### config.mk
export PLATFORM = sky130hd
export DESIGN_NAME = efuse_pwr_sequencer
export DESIGN_NICKNAME = d
export VERILOG_FILES = /design/src/rtl/efuse_pwr_pkg.sv /design/src/rtl/efuse_pwr_timer.sv /design/src/rtl/efuse_pwr_sequencer.sv
export SDC_FILE = /design/constraint.sdc
export NUM_CORES = 1
export LEC_CHECK = 0
export CAP_MARGIN = 40
export CORE_MARGIN = 1.5
export CORE_UTILIZATION = 59
export CTS_CLUSTER_DIAMETER = 50
export CTS_CLUSTER_SIZE = 16
export DETAILED_ROUTE_END_ITERATION = 10
export PLACE_DENSITY = 0.93
export SLEW_MARGIN = 20
export SYNTH_ARGS = -nofsm -noshare
export SYNTH_HDL_FRONTEND = slang
export SYNTH_SLANG_ARGS = --single-unit
export TNS_END_PERCENT = 20
### constraint.sdc
create_clock -name clk -period 5.5 [get_ports clk]
set_clock_uncertainty 0.05 [all_clocks]
set_input_delay 1.65 -clock clk [delete_from_list [all_inputs] [get_ports clk]]
set_output_delay 1.65 -clock clk [all_outputs]
set_load 0.005 [all_outputs]
### src/rtl/efuse_pwr_pkg.sv
// Shared definitions for the eFuse power-switch sequencer: state encoding,
// default interval lengths and the per-state switch control patterns.
package efuse_pwr_pkg;

  localparam int unsigned DefCntW     = 8;
  localparam int unsigned DefTUnshort = 4;
  localparam int unsigned DefTEn      = 8;
  localparam int unsigned DefTRamp    = 16;
  localparam int unsigned DefTDisch   = 8;
  localparam int unsigned DefTBurnMax = 200;

  typedef enum logic [2:0] {
    StIdle,
    StUnshort,
    StEnable,
    StRamp,
    StReady,
    StRampdown,
    StDisable,
    StDischarge
  } pwr_state_e;

  typedef struct packed {
    logic sw_short;
    logic sw_en;
    logic sw_rampena;
    logic ready;
  } pwr_out_t;

  localparam pwr_out_t OutShorted = '{sw_short: 1'b1, sw_en: 1'b0, sw_rampena: 1'b0, ready: 1'b0};
  localparam pwr_out_t OutOff     = '{sw_short: 1'b0, sw_en: 1'b0, sw_rampena: 1'b0, ready: 1'b0};
  localparam pwr_out_t OutEn      = '{sw_short: 1'b0, sw_en: 1'b1, sw_rampena: 1'b0, ready: 1'b0};
  localparam pwr_out_t OutRamp    = '{sw_short: 1'b0, sw_en: 1'b1, sw_rampena: 1'b1, ready: 1'b0};
  localparam pwr_out_t OutReady   = '{sw_short: 1'b0, sw_en: 1'b1, sw_rampena: 1'b1, ready: 1'b1};

  function automatic pwr_out_t state_out(pwr_state_e s);
    pwr_out_t o;
    case (s)
      StUnshort, StDisable: o = OutOff;
      StEnable, StRampdown: o = OutEn;
      StRamp:               o = OutRamp;
      StReady:              o = OutReady;
      default:              o = OutShorted;
    endcase
    return o;
  endfunction

endpackage

### src/rtl/efuse_pwr_timer.sv
// Loadable down-counter shared by all timed states and the READY watchdog.
// Holds at zero; expired is high whenever the count is zero.
module efuse_pwr_timer #(
  parameter int unsigned CNT_W = 8
) (
  input  logic             clk,
  input  logic             rstn,
  input  logic             load,
  input  logic [CNT_W-1:0] load_val,
  output logic             expired
);

  logic [CNT_W-1:0] cnt_q;

  always_ff @(posedge clk or negedge rstn) begin
    if (!rstn) begin
      cnt_q <= '0;
    end else if (load) begin
      cnt_q <= load_val;
    end else if (cnt_q != '0) begin
      cnt_q <= cnt_q - 1'b1;
    end
  end

  assign expired = (cnt_q == '0);

endmodule

### src/rtl/efuse_pwr_sequencer.sv
// Orders SHORT/EN/RAMPENA of the eFuse power switch on power-up and power-down,
// with abort handling and a watchdog bounding the time VDDQ_2V5 stays up.
module efuse_pwr_sequencer
  import efuse_pwr_pkg::*;
#(
  parameter int unsigned CNT_W      = DefCntW,
  parameter int unsigned T_UNSHORT  = DefTUnshort,
  parameter int unsigned T_EN       = DefTEn,
  parameter int unsigned T_RAMP     = DefTRamp,
  parameter int unsigned T_DISCH    = DefTDisch,
  parameter int unsigned T_BURN_MAX = DefTBurnMax
) (
  input  logic clk,
  input  logic rstn,
  input  logic start,
  input  logic burn_done,
  input  logic abort,
  output logic EN,
  output logic RAMPENA,
  output logic SHORT,
  output logic vddq_ready,
  output logic busy,
  output logic timeout_err,
  output logic done_pulse
);

  localparam int unsigned TMax = 32'd1 << CNT_W;

  if (T_UNSHORT < 1 || T_UNSHORT > TMax || T_EN < 1 || T_EN > TMax ||
      T_RAMP < 1 || T_RAMP > TMax || T_DISCH < 1 || T_DISCH > TMax ||
      T_BURN_MAX < 1 || T_BURN_MAX > TMax) begin : g_param_check
    $error("efuse_pwr_sequencer: every T_* must lie in [1, 2**CNT_W]");
  end

  pwr_state_e       state_q, state_d;
  pwr_out_t         out_q;
  logic             busy_q, timeout_q, timeout_d, done_q;
  logic             load, expired;
  logic [CNT_W-1:0] load_val;

  efuse_pwr_timer #(
    .CNT_W (CNT_W)
  ) u_timer (
    .clk      (clk),
    .rstn     (rstn),
    .load     (load),
    .load_val (load_val),
    .expired  (expired)
  );

  always_comb begin
    state_d   = state_q;
    timeout_d = timeout_q;
    unique case (state_q)
      StIdle: begin
        if (start && !abort) begin
          state_d   = StUnshort;
          timeout_d = 1'b0;
        end
      end
      StUnshort: begin
        if (abort)        state_d = StDischarge;
        else if (expired) state_d = StEnable;
      end
      StEnable: begin
        if (abort)        state_d = StDisable;
        else if (expired) state_d = StRamp;
      end
      StRamp: begin
        if (abort)        state_d = StRampdown;
        else if (expired) state_d = StReady;
      end
      StReady: begin
        if (abort || burn_done) begin
          state_d = StRampdown;
        end else if (expired) begin
          state_d   = StRampdown;
          timeout_d = 1'b1;
        end
      end
      StRampdown:  if (expired) state_d = StDisable;
      StDisable:   if (expired) state_d = StDischarge;
      StDischarge: if (expired) state_d = StIdle;
      default:     state_d = StIdle;
    endcase
  end

  // Every state change reloads the timer with the length of the state being entered.
  always_comb begin
    load = (state_d != state_q);
    case (state_d)
      StUnshort:            load_val = CNT_W'(T_UNSHORT - 1);
      StEnable, StDisable:  load_val = CNT_W'(T_EN - 1);
      StRamp, StRampdown:   load_val = CNT_W'(T_RAMP - 1);
      StReady:              load_val = CNT_W'(T_BURN_MAX - 1);
      StDischarge:          load_val = CNT_W'(T_DISCH - 1);
      default:              load_val = '0;
    endcase
  end

  always_ff @(posedge clk or negedge rstn) begin
    if (!rstn) begin
      state_q   <= StIdle;
      out_q     <= OutShorted;
      busy_q    <= 1'b0;
      timeout_q <= 1'b0;
      done_q    <= 1'b0;
    end else begin
      state_q   <= state_d;
      out_q     <= state_out(state_d);
      busy_q    <= (state_d != StIdle);
      timeout_q <= timeout_d;
      done_q    <= (state_q == StDischarge) && (state_d == StIdle);
    end
  end

  assign SHORT       = out_q.sw_short;
  assign EN          = out_q.sw_en;
  assign RAMPENA     = out_q.sw_rampena;
  assign vddq_ready  = out_q.ready;
  assign busy        = busy_q;
  assign timeout_err = timeout_q;
  assign done_pulse  = done_q;

endmodule

======== Yosys cells after proc, flatten, opt, wreduce, memory -nomap -nowiden ========
Cells that the tools add are included.
W data, S select, Z words.
word-level totals
  word-level logic and storage cells ...... 65
  flip-flop bits (word level) ............. 18
operators by class
  reductions and logical operators ........ 16
  muxes and demuxes ....................... 21
  $add $sub $neg .......................... 1
  equal/unequal tests ..................... 18
operators by type and width
  kind                   count
  $mux W3                12
  $pmux W8 S4            1
  $eq A3 B3 Y1 const B   8
  $pmux W3 S8            1
  $mux W8                2
  $pmux W4 S4            1
  $eq A3 B2 Y1 const B   4
  $logic_not A8 Y1       1
  $reduce_bool A8 Y1     1
  $sub A8 B1 Y8 const B  1
  $eq A3 B1 Y1 const B   2
  $logic_not A3 Y1       2
  $ne A2 B2 Y1 const B   3
  $reduce_or A2 Y1       3
  $reduce_and A4 Y1      1
  $reduce_bool A2 Y1     2
  $mux W1                3
  $ne A3 B3 Y1           1
  $reduce_bool A3 Y1     1
  $reduce_or A3 Y1       1
  $logic_and A1 B1 Y1    2
  $pmux W1 S2            1
  $logic_not A1 Y1       1
  $logic_or A1 B1 Y1     1

======== Depth between registers and ports, before layout ========
  depth after elaboration ................. 8
  gate-level depth with buffers ........... 8

======== Modules after synthesis ========
From an unflattened synthesis, not the netlist that was laid out.
second synthesis, totals
  cell total of the unflattened synthesis .. 108
  area total of the unflattened synthesis .. 1061.0 um^2
modules (own cells, without submodules)
  module               seq. area each (um^2)  cells an instance  instances  area an instance (um^2)
  efuse_pwr_sequencer  251.5                  54                 1          584.3
  efuse_pwr_timer      200.2                  54                 1          476.7

======== Worst setup path before layout ========
OpenSTA, ideal clock, no wires.
  path type ............................... input to register
  from .................................... in burn_done
  to ...................................... reg u_timer.cnt_q[1]
  path buffers ............................ 1
  data arrival time ....................... 2.756 ns
  stages .................................. 6
  required time ........................... 5.320 ns
  slack ................................... 2.564 ns
  path through ............................ or2_2 -> a221oi_1 -> o32ai_2 -> buf_4 -> a211oi_1 -> nor2_1
between the ends
  cells in the longest elaborated chain, start to end .. 7
RTL lines
  what                                                                          line                       source
  from (decl)                                                                   efuse_pwr_sequencer.sv:16  input logic burn_done,
  $logic_or A1 B1 Y1 *                                                          efuse_pwr_sequencer.sv:74  if (abort || burn_done) begin
  $mux W3 *                                                                     efuse_pwr_sequencer.sv:74
  $pmux W3 S8 *                                                                 efuse_pwr_sequencer.sv:54  unique case (state_q)
  $eq A3 B2 Y1 / $eq A3 B3 Y1 (equally long branches)                           efuse_pwr_sequencer.sv:91  case (state_d)
  $reduce_or A3 Y1 (no source line) / $reduce_or A2 Y1 (equally long branches)  n/a
  $pmux W8 S4                                                                   efuse_pwr_sequencer.sv:91
  $mux W8                                                                       efuse_pwr_timer.sv:18      end else if (load) begin
  to (signal assigned)                                                          efuse_pwr_timer.sv:19      cnt_q <= load_val;
  to (signal assigned)                                                          efuse_pwr_timer.sv:21      cnt_q <= cnt_q - 1'b1;
  to (decl)                                                                     efuse_pwr_timer.sv:13      logic [CNT_W-1:0] cnt_q;
Mark *: on every way between the ends. The rest lies on a longest branch, timed or not.
A chain may end at the register's enable or synchronous reset.

======== Worst setup path after layout ========
  from .................................... in abort
  to ...................................... reg u_timer.cnt_q[2]
between the ends
  cells in the longest elaborated chain, start to end .. 8
RTL lines
  what                                                                          line                       source
  from (decl)                                                                   efuse_pwr_sequencer.sv:17  input logic abort,
  $logic_not A1 Y1                                                              efuse_pwr_sequencer.sv:56  if (start && !abort) begin
  $logic_and A1 B1 Y1                                                           efuse_pwr_sequencer.sv:56
  $mux W3                                                                       efuse_pwr_sequencer.sv:56
  $pmux W3 S8 *                                                                 efuse_pwr_sequencer.sv:54
  $eq A3 B2 Y1 / $eq A3 B3 Y1 (equally long branches)                           efuse_pwr_sequencer.sv:91
  $reduce_or A3 Y1 (no source line) / $reduce_or A2 Y1 (equally long branches)  n/a
  $pmux W8 S4                                                                   efuse_pwr_sequencer.sv:91
  $mux W8                                                                       efuse_pwr_timer.sv:18
Marked as above.

==> flow_summary.json <==
{
  "dp_hpwl_um": 1510,
  "nets": 136,
  "port_buffers": 11,
  "cts_tree": "built",
  "initial_utilization_pct": 63.2,
  "cts.sinks": 18,
  "r2r_start": "u_timer.cnt_q[0]",
  "final_util_pct": 71.7,
  "max_stage_delay_ns": 0.72,
  "worstSetupPathDepth": 6,
  "share_comb_of_total_power_pct": 45.8,
  "drt-vias-per-instance": 6.33,
  "die_area_um2": 2120,
  "clk_latency_ns": 0.30,
  "outcome": "finished clean",
  "antenna_found_initial": 0,
  "crit_slowest_cell": "o32ai_2",
  "fmax_mhz": 285,
  "synth_top_family_by_area": "compound AO/OA/AOI/OAI gates",
  "cts_made_buffers": 3,
  "n_antenna_cell": 0,
  "syn-num-nets": 125,
  "dp_slack_ns": 1.75,
  "drt-total-wl_um": 2200,
  "met2_usage_pct": 35.3,
  "core_um2": 1730,
  "synthAdderAreaFrac_pct": 2.29,
  "synth_mux_area_share_pct": 0.917,
  "drv_slew": 0,
  "synth_top_area_share_pct": 39.0,
  "yosys.area_share.simple_pct": 20.0,
  "hp-class": "reg2reg",
  "cts-hold-fix-buffers": 0,
  "dr.pass1.iters": 4,
  "relSlewSlack_pct": 49.5,
  "ios": 12,
  "total_power_mw": 0.596,
  "finalHoldViolations": 0,
  "yosys.area_share.xor_xnor_pct": 4.82,
  "start_kind": "input port",
  "multi_input_area_um2": 574,
  "gp_congestion": 0.912,
  "hold_path_depth": 2,
  "fill_cells": 138,
  "grt_use_total_pct": 23.3,
  "rr_worst_depth": 7,
  "htree_num_levels": 1,
  "yosysTopAreaCell": "dfrtp_1",
  "cts_buffer_depth": 2,
  "layout_setup_ws_ns": 1.99,
  "r2r_end": "u_timer.cnt_q[2]",
  "cts-root-buf": "clkbuf_4",
  "post_cts.repair.setup_buffers": 0,
  "clkSlewWorstSetupHoldPaths_ns": 0.10,
  "layout_min_cycle_time_ns": 3.51,
  "drv_cap": 0,
  "path_class": "in2reg",
  "rsz0062_at_grt": "false",
  "ys_seq_area_share_pct": 41.4,
  "synth.area.top_cells": "dfrtp_1, nor2_1, xnor2_1",
  "met3_usage_pct": 2.78,
  "period_share_pct": 63.8,
  "met1_usage_pct": 34.3,
  "route.detailed.drc": 0,
  "cp-startpoint": "abort",
  "syn_area_um2": 1090,
  "crit_buf_inv": 1,
  "power.density_nw_per_um2": 482,
  "synth_compound_area_share_pct": 24.7,
  "die_w_um": 46,
  "synth_top_flop_cell": "dfrtp_1",
  "grt_first_pass_wirelength_um": 3630,
  "grt_pass1_vias": 829,
  "async_flop_share_pct": 100,
  "endpoint_kind": "flip-flop",
  "cp-endpoint": "u_timer.cnt_q[2]",
  "cp.required_ns": 5.65,
  "seqCellArea_um2": 452,
  "rrSetupSlack_ns": 3.05,
  "synth_edf_count": 0,
  "path_cells": "clkdlybuf4s50_1 -> nor2_1 -> a21boi_1 -> o32ai_2 -> nand3_1 -> o31ai_1",
  "layout-drive-gt1-share_pct": 9.38,
  "p_sw_mw": 0.253,
  "grt_overflow": 0,
  "postSynthCellCount": 118,
  "vias": 968,
  "yosysWarnings": 0,
  "ys_ff_latch": 18,
  "synth_area_per_cell_um2": 9.25,
  "wl_per_cell_um": 14.4,
  "cts_resized": 0,
  "grt_start_max_net_pins": 19,
  "p_sw_share_pct": 42.5,
  "cp_max_fo": 12,
  "top_usage_layer": "met2",
  "ir_drop_uv": 300,
  "tns_ns": 0,
  "crit_family": "compound AO/OA/AOI/OAI gates",
  "worst_pin_slew_ns": 0.758,
  "drtIter0Drc": 34,
  "clock_power_share_pct": 11.6,
  "internal_power_mw": 0.343,
  "drt.antenna.violating_nets": 0,
  "syn_to_final_growth_pct": 13.5,
  "final-setup-viol-count": 0,
  "rows": 15,
  "synthTopCellsByCount": "dfrtp_1, nor2_1, inv_1, a21oi_1, o21ai_0",
  "crit_arrival_ns": 3.67,
  "ys_types": 42,
  "die_h_um": 46,
  "p_seq_share_pct": 42.6,
  "cellLeakagePower_nw": 0.498,
  "worst_hold_slack_ns": 0.503
}
## per-stage QoR
| step | std cells | instance area (µm²) |
|---|---|---|
| floorplan | 118 | 1090 |
| CTS | 152 | 1220 |
| finish | 153 | 1240 |
| global route | 153 | 1240 |
| global placement | 148 | 1200 |
| detailed placement | 148 | 1200 |
## state kept, by name, summed over array words and instances, names as in the netlist
| name | cells |
|---|---|
| timeout_err | 1 |
| SHORT | 1 |
| state_q | 3 |
| u_timer.cnt_q | 8 |
| RAMPENA | 1 |
| vddq_ready | 1 |
| EN | 1 |
| done_pulse | 1 |
| busy | 1 |
## worst min-delay path, delay by kind of cell, from the launching register on
| kind | cells | cell delay (ns) |
|---|---|---|
| AO/OA/AOI/OAI | 1 | 0.05 |
| flip-flops | 1 | 0.37 |
| AND/OR/NAND/NOR | 1 | 0.09 |
## layout make-up
| class | instances | area share [%] |
|---|---|---|
| Timing Repair Buffer | 12 | 10.1 |
| Clock buffer | 4 | 2.12 |
| Sequential cell | 18 | 36.5 |
| Multi-Input combinational cell | 86 | 46.4 |
| Tap cell | 25 | 2.53 |
| Inverter | 8 | 2.42 |
## routing by layer
layer  up-vias  routed length [µm]
met5         -                   0
met4         0                  35
met3         7                 166
met2        55                1020
met1       459                 985
li1        447                   -
## kinds of logic (layout without fill, tap and decap cells)
logic type | Yosys count | in the layout
flops | 18 | 18
fa+ha+maj | 2 | 2
xor+xnor | 6 | 6
buf+inv | 14 | 24
mux | 1 | 1
compound gates | 36 | 36
simple gates | 41 | 41
## power groups by stage
| stage | Combinational (mW) | Clock [mW] | Sequential (mW) |
|---|---|---|---|
| floorplan | 0.225 | 0 | 0.227 |
| global placement | 0.257 | 0 | 0.249 |
| detailed placement | 0.266 | 0 | 0.252 |
| CTS | 0.269 | 0.0696 | 0.250 |
| global route | 0.304 | 0.0749 | 0.261 |
| finish | 0.273 | 0.0695 | 0.254 |
## how the worst min path moves through the flow
stage	start	to	slack, ns
floorplan	timeout_err	timeout_err	0.47
global placement	timeout_err	timeout_err	0.47
detailed placement	timeout_err	timeout_err	0.48
CTS	timeout_err	timeout_err	0.51
global route	timeout_err	timeout_err	0.56
finish	timeout_err	timeout_err	0.50
## placed cells by master (no fill, tap or decap), types with 2 or more instances in the layout
| master | n |
|---|---|
| a211oi_1 | 2 |
| a21boi_0 | 2 |
| a21o_1 | 2 |
| a21oi_1 | 7 |
| a31oi_1 | 2 |
| clkbuf_4 | 3 |
| clkdlybuf4s50_1 | 11 |
| dfrtp_1 | 17 |
| ha_1 | 2 |
| inv_1 | 8 |
| nand2_1 | 5 |
| nand3_1 | 5 |
| nor2_1 | 17 |
| nor2b_1 | 2 |
| nor3_1 | 3 |
| o21a_1 | 2 |
| o21ai_0 | 7 |
| o31ai_1 | 2 |
| or3_1 | 2 |
| xnor2_1 | 5 |
No activity file was read; power rests on OpenSTA's default activity.
